===== src/rtl/rs_enc_par4.sv =====
// rs_enc_par4: byte-serial systematic Reed-Solomon encoder over GF(2^8), 4 parity symbols.
// Generator g(x) = (x+1)(x+a)(x+a^2)(x+a^3), field poly 0x11D, a = 0x02.
// Message bytes pass straight through, followed by parity p3, p2, p1, p0.
// Ports:
//   i_clk        clock, all state on rising edge
//   i_res        asynchronous active-high reset
//   i_valid      input byte valid
//   i_data       input message byte
//   o_in_ready   encoder accepts i_data this cycle
//   o_valid      output byte valid
//   o_data       codeword byte (message, then parity)
//   o_last       last parity byte of a codeword
//   o_is_par     o_data is a parity byte
//   i_out_ready  downstream accepts o_data
module rs_enc_par4 #(
   parameter int unsigned DATA_LEN = 28
) (
   input  logic       i_clk,
   input  logic       i_res,
   input  logic       i_valid,
   input  logic [7:0] i_data,
   output logic       o_in_ready,
   output logic       o_valid,
   output logic [7:0] o_data,
   output logic       o_last,
   output logic       o_is_par,
   input  logic       i_out_ready
);

   localparam int unsigned CNT_W = 8;
   localparam logic [CNT_W-1:0] LAST_DATA = CNT_W'(DATA_LEN - 1);
   localparam logic [CNT_W-1:0] LAST_PAR  = CNT_W'(3);

   localparam logic [7:0] G3 = 8'h0F;
   localparam logic [7:0] G2 = 8'h36;
   localparam logic [7:0] G1 = 8'h78;
   localparam logic [7:0] G0 = 8'h40;

   typedef enum logic {ST_DATA = 1'b0, ST_PAR = 1'b1} state_t;

   state_t           state_q, state_d;
   logic [CNT_W-1:0] cnt_q, cnt_d;
   logic [7:0]       p0_q, p1_q, p2_q, p3_q;
   logic [7:0]       p0_d, p1_d, p2_d, p3_d;
   logic [7:0]       o_data_d;
   logic             o_valid_d, o_last_d, o_is_par_d;
   logic             out_free, in_xfer, par_load;
   logic [7:0]       fb;

   // Multiply by a constant; unrolls into a fixed XOR network.
   function automatic logic [7:0] gf_mul_const(input logic [7:0] x, input logic [7:0] k);
      logic [7:0] acc;
      logic [7:0] a;
      acc = '0;
      a   = x;
      for (int i = 0; i < 8; i++) begin
         if (k[i]) acc = acc ^ a;
         a = {a[6:0], 1'b0} ^ (a[7] ? 8'h1D : 8'h00);
      end
      return acc;
   endfunction

   // Output register is single-entry: it can take a new byte when empty or draining.
   assign out_free   = !o_valid || i_out_ready;
   assign o_in_ready = !i_res && (state_q == ST_DATA) && out_free;
   assign in_xfer    = i_valid && o_in_ready;
   assign par_load   = (state_q == ST_PAR) && out_free;
   assign fb         = i_data ^ p3_q;

   // State register
   always_ff @(posedge i_clk or posedge i_res) begin
      if (i_res) state_q <= ST_DATA;
      else       state_q <= state_d;
   end

   // Next-state logic
   always_comb begin
      state_d = state_q;
      case (state_q)
         ST_DATA: if (in_xfer && (cnt_q == LAST_DATA)) state_d = ST_PAR;
         ST_PAR:  if (par_load && (cnt_q == LAST_PAR)) state_d = ST_DATA;
         default: state_d = ST_DATA;
      endcase
   end

   // Output / datapath next values
   always_comb begin
      p0_d       = p0_q;
      p1_d       = p1_q;
      p2_d       = p2_q;
      p3_d       = p3_q;
      cnt_d      = cnt_q;
      o_data_d   = o_data;
      o_valid_d  = o_valid;
      o_last_d   = o_last;
      o_is_par_d = o_is_par;
      case (state_q)
         ST_DATA: begin
            if (in_xfer) begin
               p3_d       = p2_q ^ gf_mul_const(fb, G3);
               p2_d       = p1_q ^ gf_mul_const(fb, G2);
               p1_d       = p0_q ^ gf_mul_const(fb, G1);
               p0_d       = gf_mul_const(fb, G0);
               o_data_d   = i_data;
               o_valid_d  = 1'b1;
               o_is_par_d = 1'b0;
               o_last_d   = 1'b0;
               cnt_d      = (cnt_q == LAST_DATA) ? '0 : CNT_W'(cnt_q + 1'b1);
            end else if (o_valid && i_out_ready) begin
               o_valid_d = 1'b0;
               o_last_d  = 1'b0;
            end
         end
         ST_PAR: begin
            // Parity drains highest degree first; zero fill leaves p-regs clean.
            if (par_load) begin
               o_data_d   = p3_q;
               p3_d       = p2_q;
               p2_d       = p1_q;
               p1_d       = p0_q;
               p0_d       = '0;
               o_valid_d  = 1'b1;
               o_is_par_d = 1'b1;
               o_last_d   = (cnt_q == LAST_PAR);
               cnt_d      = (cnt_q == LAST_PAR) ? '0 : CNT_W'(cnt_q + 1'b1);
            end
         end
         default: ;
      endcase
   end

   // Datapath and output registers
   always_ff @(posedge i_clk or posedge i_res) begin
      if (i_res) begin
         p0_q     <= '0;
         p1_q     <= '0;
         p2_q     <= '0;
         p3_q     <= '0;
         cnt_q    <= '0;
         o_data   <= '0;
         o_valid  <= 1'b0;
         o_last   <= 1'b0;
         o_is_par <= 1'b0;
      end else begin
         p0_q     <= p0_d;
         p1_q     <= p1_d;
         p2_q     <= p2_d;
         p3_q     <= p3_d;
         cnt_q    <= cnt_d;
         o_data   <= o_data_d;
         o_valid  <= o_valid_d;
         o_last   <= o_last_d;
         o_is_par <= o_is_par_d;
      end
   end

endmodule


===== config.mk =====
export PLATFORM = sky130hd
export DESIGN_NAME = rs_enc_par4
export DESIGN_NICKNAME = d
export VERILOG_FILES = /design/src/rtl/rs_enc_par4.sv
export SDC_FILE = /design/constraint.sdc
export NUM_CORES = 1
export LEC_CHECK = 0
export CAP_MARGIN = 20
export CORE_ASPECT_RATIO = 1.75
export CORE_UTILIZATION = 50
export DETAILED_ROUTE_END_ITERATION = 8
export DONT_BUFFER_PORTS = 1
export PLACE_DENSITY = 0.8
export SLEW_MARGIN = 5
export SYNTH_ARGS = -nofsm -noshare
export SYNTH_HDL_FRONTEND = slang
export SYNTH_SLANG_ARGS = --single-unit

===== constraint.sdc =====
create_clock -name i_clk -period 2.1 [get_ports i_clk]
set_clock_uncertainty 0.15 [all_clocks]
set_input_delay 0.42 -clock i_clk [delete_from_list [all_inputs] [get_ports i_clk]]
set_output_delay 0.42 -clock i_clk [all_outputs]
set_load 0.05 [all_outputs]

==> flow_metrics.env, run 1 <==
export IMPL_timing_final_crit_period_ns=2.31
export IMPL_crit_fanout=4
export IMPL_max_slew_margin_pct=58.3
export IMPL_timing_critical_path_buf_inv=1
export IMPL_multiplexer_area_fraction_after_synthesis_pct=0.337
export IMPL_most_repeated_cell_in_the_gate_level_netlist_after_synthesis="dfrtp_1"
export IMPL_drt_iter0_drc=145
export IMPL_dr_drc_count=0
export IMPL_sequential_area_share_after_synthesis_pct=43.8
export IMPL_synth_edf_count=0
export IMPL_fillers=387
export IMPL_drt_first_pass_iters=6
export IMPL_worstSetupEndpoint="p1_q[5]$_DFFE_PP0P_"
export IMPL_timing_final_crit_share_pct=110
export IMPL_worst_hold_path_type="in -> reg"
export IMPL_post_detail_place_hpwl_mm=5.10
export IMPL_final_antenna_net_count=0
export IMPL_first_global_vias=2347
export IMPL_grt_overflow_total=0
export IMPL_synth_ff_type="dfrtp_1"
export IMPL_core_rowCount=36
export IMPL_layout_nets=352
export IMPL_synth_compound_gate_area_share_pct=10.8
export IMPL_globalplace_congestion=0.995
export IMPL_maxClockFrequency_mhz=432
export IMPL_syn_nets=309
export IMPL_yosys_area_share_adder_pct=0.422
export IMPL_layout_area_overhead_vs_synth_pct=26.1
export IMPL_fp_dieArea_um2=6260
export IMPL_final_hold_violation_count=0
export IMPL_n_antenna_cell=0
export IMPL_clkSinkCount=52
export IMPL_yosys_top_cells_count="dfrtp_1 (52), xnor2_1 (51), nand2_1 (33)"
export IMPL_htree_levels=2
export IMPL_final_wl_mm=7.89
export IMPL_tritoncts="done"
export IMPL_yosys_area_share_xor_xnor_pct=28.6
export IMPL_drive_above_1_share_pct=26.8
export IMPL_syn_mean_instance_area_um2=10.0
export IMPL_crit_start="p3_q[5]$_DFFE_PP0P_"
export IMPL_number_of_antenna_violations_at_the_first_check_in_global_routing=0
export IMPL_io_buffers=0
export IMPL_r2r_cell_count=7
export IMPL_final_max_slew_violation_count=0
export IMPL_via_count=2360
export IMPL_core_area_um2=5630
export IMPL_endpoint_kind="register"
export IMPL_setup_violations=15
export IMPL_synth_area_leader_cell="dfrtp_1"
export IMPL_critical_path_arrival_ns=2.42
export IMPL_cts_root_buf="clkbuf_8"
export IMPL_grt_first_pass_wirelength_mm=11.4
export IMPL_yosysWarningCount=0
export IMPL_cts_made_buffers=5
export IMPL_detail_route_wl_per_cell_um=19.0
export IMPL_critical_path_depth=7
export IMPL_async_flop_share_pct=100
export IMPL_max_slew_worst_pin_slew_ns=0.623
export IMPL_top_level_ports=24
export IMPL_floorplan_die_width_um=60.2
export IMPL_synthDominantCellAreaShare_pct=43.8
export IMPL_largest_net_degree_at_the_start_of_global_routing=25
export IMPL_syn_instance_count=296
export IMPL_worst_ep_required_time_ns=2.21
export IMPL_syn_area_um2=2970
export IMPL_dp_worst_setup_slack_ns=-0.182
export IMPL_worst_setup_path_type="reg -> reg"
export IMPL_regToRegEndpoint="p1_q[5]$_DFFE_PP0P_"
export IMPL_synth_area_top_cells="dfrtp_1 (44%), xnor2_1 (15%), o21ai_0 (5.4%)"
export IMPL_r2r_setup_slack_ns=-0.21
export IMPL_worstReg2RegStart="p3_q[5]$_DFFE_PP0P_"
export IMPL_rsz0062_at_grt="true"
export IMPL_clk_path_buf_depth=2
export IMPL_crit_family="XOR/XNOR gates"
export IMPL_later_pin_clock_latency_in_the_skew_report_ns=0.32
export IMPL_critical_path_cell_chain="xor2_2 > buf_6 > xnor3_2 > xnor2_2 > xnor2_1 > or4_1 > nand3_1"
export IMPL_worstSetupStartpointType="register"
export IMPL_violated_checks="setup timing"
export IMPL_initial_utilization_pct=52.7
export IMPL_combinational_family_with_the_most_area_after_synthesis="XOR/XNOR gates"
export IMPL_vias_cell=5.67
export IMPL_setup_ws_ns=-0.214
export IMPL_flop_and_latch_count_out_of_synthesis=52
export IMPL_worst_path_max_delay_cell="dfrtp_1"
export IMPL_dpl_instance_area_um2=3360
export IMPL_chip_height_um=104
export IMPL_layout_cell_area_non_filler_um2=3740
export IMPL_status="finished with violations"
export IMPL_timing_critical_path_slowest_cell_delay_ns=0.54
export IMPL_path_clk_slew_ns=0.10
export IMPL_grt_total_usage_pct=25.3
export IMPL_synth_simple_gate_area_share_pct=13.2
export IMPL_netlist_cell_type_count=32
export IMPL_cap_viol_max_count=0
[worst register-to-register path: cells and delay by family (launching register included)]
kind	cells	cell delay [ns]
simple gates	2	0.49
buf+inv	1	0.18
xor+xnor	4	0.91
flops	1	0.54
[cells by family after synthesis]
logic type	after synthesis
AND/OR/NAND/NOR	90
AO/OA/AOI/OAI	55
buffers and inverters	22
flip-flops	52
XOR/XNOR	75
adder cells (fa/ha/maj)	1
multiplexers	1
[registers in the layout, summed over array words and instances, names as in the netlist]
name	count
cnt_q	8
o_data	8
p0_q	8
p1_q	8
p2_q	8
p3_q	8
o_is_par	1
o_last	1
o_valid	1
state_q	1
[layout make-up]
type	instances	area, µm²	share of cell area [%]
clock buffers	7	96.3	2.57
clock inverters	1	30.0	0.802
inverters	9	33.8	0.902
multi-input cells	222	1780	47.4
flip-flops and latches	52	1310	34.9
well taps	76	95.1	2.54
repair buffers	49	405	10.8
[worst min path at each step]
| stage | start | end | slack [ns] | cells past startpoint |
|---|---|---|---|---|
| after CTS | i_data[4] | o_data[4]$_DFFE_PP0P_ | 0.1 | 2 |
| after global routing | i_data[5] | o_data[5]$_DFFE_PP0P_ | 0.09 | 2 |
| after detailed placement | i_res | o_is_par$_DFFE_PP0P_ | 0.06 | 1 |
| after global placement | i_res | o_valid$_DFFE_PP0P_ | 0.06 | 1 |
| after floorplan | cnt_q[7]$_DFFE_PP0P_ | cnt_q[7]$_DFFE_PP0P_ | 0.30 | 1 |
| final | i_data[5] | o_data[5]$_DFFE_PP0P_ | 0.10 | 2 |
[what timing repair did]
item | 4_1_cts | 5_1_grt
pin swaps | 4 | 13
setup buffers | 6 | 5
hold buffers | 1 | 0
gates cloned | 0 | 0
endpoints found under the setup margin | 8 | 14
resized for setup | 11 | 24
hold endpoints to repair | 6 | 0
[per-layer routing]
metal	global-route usage, %	up-vias	part of all wire, %	wire, µm
met5	0	-	0	0
met4	13.6	0	5.9	466
met3	4.98	31	3.7	293
met2	46.2	73	56	4430
met1	24.7	1186	34	2700
li1	-	1070	-	-
[stage by stage]
stage | hold WS (ns) | TNS [ns] | instances | util, %
after floorplan | 0.296 | -0.167 | 296 | -
after global placement | 0.0569 | -0.298 | 396 | 59.8
after detailed placement | 0.0575 | -0.405 | 396 | 59.8
after CTS | 0.0982 | -0.0485 | 411 | 64.0
after global routing | 0.0929 | -3.17 | 416 | 66.5
final | 0.104 | -1.72 | 416 | 66.5
[layout by cell type, fill, tap and decap left out, drive strengths merged, types with 2 or more instances in the layout]
cell    netlist  layout
a31oi         2       2
nand3        13      13
and3          2       2
nor2         29      29
nand2b        2       2
dfrtp        52      52
inv           9       9
o21ai        37      37
xor2          8       8
xnor2        60      60
or3           4       4
nand2        33      33
a21oi         6       6
nor2b         3       3
clkbuf       10       7
xnor3         6       6
a222oi        7       7
buf           3      48
Power of run 1 is left out: the tool's default activity adds up to more than one toggle a clock period on the data nets, which glitch-free logic cannot reach.
==> run 2: changes to the inputs <==
- CORE_UTILIZATION: 50 -> 29
- CTS_BUF_LIST: not set -> sky130_fd_sc_hd__clkbuf_4 sky130_fd_sc_hd__clkbuf_8
- PLACE_DENSITY: 0.8 -> 0.56
==> run 2 against run 1 <==
Compared with the run above: the run still ends with setup timing left; die area increased by 70%; sequential share of layout area decreased by 0.51 points; first-iteration DRC count decreased by 6.2%; design area increased by 1.2%; cell count increased by 12%; critical endpoint unchanged.
==> flow_metrics.env, run 2 (synthesis results as in run 1) <==
export IMPL_grt_total_usage_pct=14.7
export IMPL_max_slew_worst_pin_slew_ns=0.748
export IMPL_fp_dieArea_um2=10700
export IMPL_worst_hold_path_type="in -> reg"
export IMPL_via_count=2179
export IMPL_maxClockFrequency_mhz=466
export IMPL_status="finished with violations"
export IMPL_drt_iter0_drc=136
export IMPL_path_clk_slew_ns=0.10
export IMPL_drt_first_pass_iters=4
export IMPL_timing_final_crit_share_pct=102
export IMPL_violated_checks="setup timing"
export IMPL_top_level_ports=24
export IMPL_critical_path_cell_chain="xnor2_4 > xnor3_2 > xnor2_4 > xnor2_1 > or4_1 > nand3_1"
export IMPL_crit_fanout=3
export IMPL_globalplace_congestion=0.817
export IMPL_vias_cell=4.68
export IMPL_tritoncts="done"
export IMPL_cap_viol_max_count=0
export IMPL_post_detail_place_hpwl_mm=5.23
export IMPL_worst_setup_path_type="reg -> reg"
export IMPL_cts_root_buf="clkbuf_8"
export IMPL_dp_worst_setup_slack_ns=-0.111
export IMPL_n_antenna_cell=0
export IMPL_cts_made_buffers=5
export IMPL_final_wl_mm=7.08
export IMPL_io_buffers=0
export IMPL_final_antenna_net_count=0
export IMPL_floorplan_die_width_um=78.5
export IMPL_layout_nets=353
export IMPL_worst_path_max_delay_cell="dfrtp_2"
export IMPL_chip_height_um=136
export IMPL_largest_net_degree_at_the_start_of_global_routing=53
export IMPL_htree_levels=2
export IMPL_setup_violations=2
export IMPL_worstSetupStartpointType="register"
export IMPL_setup_ws_ns=-0.0479
export IMPL_core_area_um2=9910
export IMPL_commonest_non_fill_non_tap_cells_in_the_layout="dfrtp_1 (50), xnor2_1 (45), buf_4 (44), nand2_1 (33)"
export IMPL_grt_overflow_total=0
export IMPL_number_of_antenna_violations_at_the_first_check_in_global_routing=0
export IMPL_dr_drc_count=0
export IMPL_layout_area_overhead_vs_synth_pct=27.7
export IMPL_fillers=985
export IMPL_final_max_slew_violation_count=0
export IMPL_detail_route_wl_per_cell_um=15.2
export IMPL_finalCoreUtilization_pct=38.2
export IMPL_timing_critical_path_buf_inv=0
export IMPL_endpoint_kind="register"
export IMPL_critical_path_arrival_ns=2.25
export IMPL_core_rowCount=48
export IMPL_max_slew_margin_pct=50.0
export IMPL_critPathMostFrequentCell="xnor2_4"
export IMPL_first_global_vias=2288
export IMPL_rsz0062_at_grt="true"
export IMPL_worst_ep_required_time_ns=2.21
export IMPL_later_pin_clock_latency_in_the_skew_report_ns=0.31
export IMPL_clkSinkCount=52
export IMPL_crit_family="XOR/XNOR gates"
export IMPL_initial_utilization_pct=29.9
export IMPL_clk_path_buf_depth=2
export IMPL_final_hold_violation_count=0
export IMPL_grt_first_pass_wirelength_mm=11.5
export IMPL_drive_above_1_share_pct=24.9
export IMPL_timing_final_crit_period_ns=2.15
export IMPL_final_common_cell="dfrtp_1"
export IMPL_timing_critical_path_slowest_cell_delay_ns=0.46
## run 2: cell type report
| class | count | area, µm² | share of cell area (%) |
|---|---|---|---|
| multi-input combinational | 222 | 1750 | 46.2 |
| clock inverter | 2 | 35.0 | 0.925 |
| timing repair buffer | 50 | 432 | 11.4 |
| tap | 125 | 156 | 4.13 |
| inverter | 9 | 33.8 | 0.892 |
| sequential | 52 | 1300 | 34.4 |
| clock buffer | 6 | 76.3 | 2.01 |
## run 2: per-layer routing
layer / part of all wire, % / GRT usage (%) / routed length [µm] / up-vias
li1: - / - / - / 1077
met2: 58 / 28.3 / 4090 / 28
met3: 1.7 / 2.01 / 119 / 14
met5: 0 / 0 / 0 / -
met1: 37 / 15.0 / 2640 / 1060
met4: 3.3 / 7.61 / 231 / 0
## run 2: repair_timing
item | CTS | global route
pin swaps | 2 | 3
hold buffers | 1 | 0
cloned | 0 | 0
endpoints found under the hold margin | 52 | 0
setup buffers | 2 | 1
gates resized for setup | 10 | 12
endpoints found under the setup margin | 9 | 14
## run 2: final timing paths
| check | start | slack (ns) | to | cells past startpoint |
|---|---|---|---|---|
| worst min-delay path | i_data[6] | 0.10 | o_data[6]$_DFFE_PP0P_ | 2 |
| max in group asynchronous | i_res | 1.09 | p3_q[1]$_DFFE_PP0P_ | 3 |
| worst min register to register | cnt_q[7]$_DFFE_PP0P_ | 0.33 | cnt_q[7]$_DFFE_PP0P_ | 1 |
| worst max register to register | p3_q[2]$_DFFE_PP0P_ | -0.05 | p1_q[5]$_DFFE_PP0P_ | 6 |
| worst max-delay path | p3_q[2]$_DFFE_PP0P_ | -0.05 | p1_q[5]$_DFFE_PP0P_ | 6 |
| min in group asynchronous | i_res | 0.45 | o_valid$_DFFE_PP0P_ | 3 |
## run 2: through the flow
| stage | cells | hold WS [ns] | area, µm² | TNS (ns) |
|---|---|---|---|---|
| final | 466 | 0.100 | 3790 | -0.0801 |
| after global routing | 466 | 0.101 | 3790 | -0.798 |
| after CTS | 465 | 0.0915 | 3740 | -0.148 |
| after detailed placement | 454 | 0.231 | 3530 | -0.339 |
| after global placement | 454 | 0.231 | 3530 | -0.224 |
| after floorplan | 296 | 0.296 | 3020 | -0.167 |
## run 2: worst register-to-register path: cells and delay by family (launching register included)
family        cells  cell delay (ns)
xor+xnor          4             1.00
flops             1             0.46
simple gates      2             0.49
Power of run 2 is left out for the same reason.
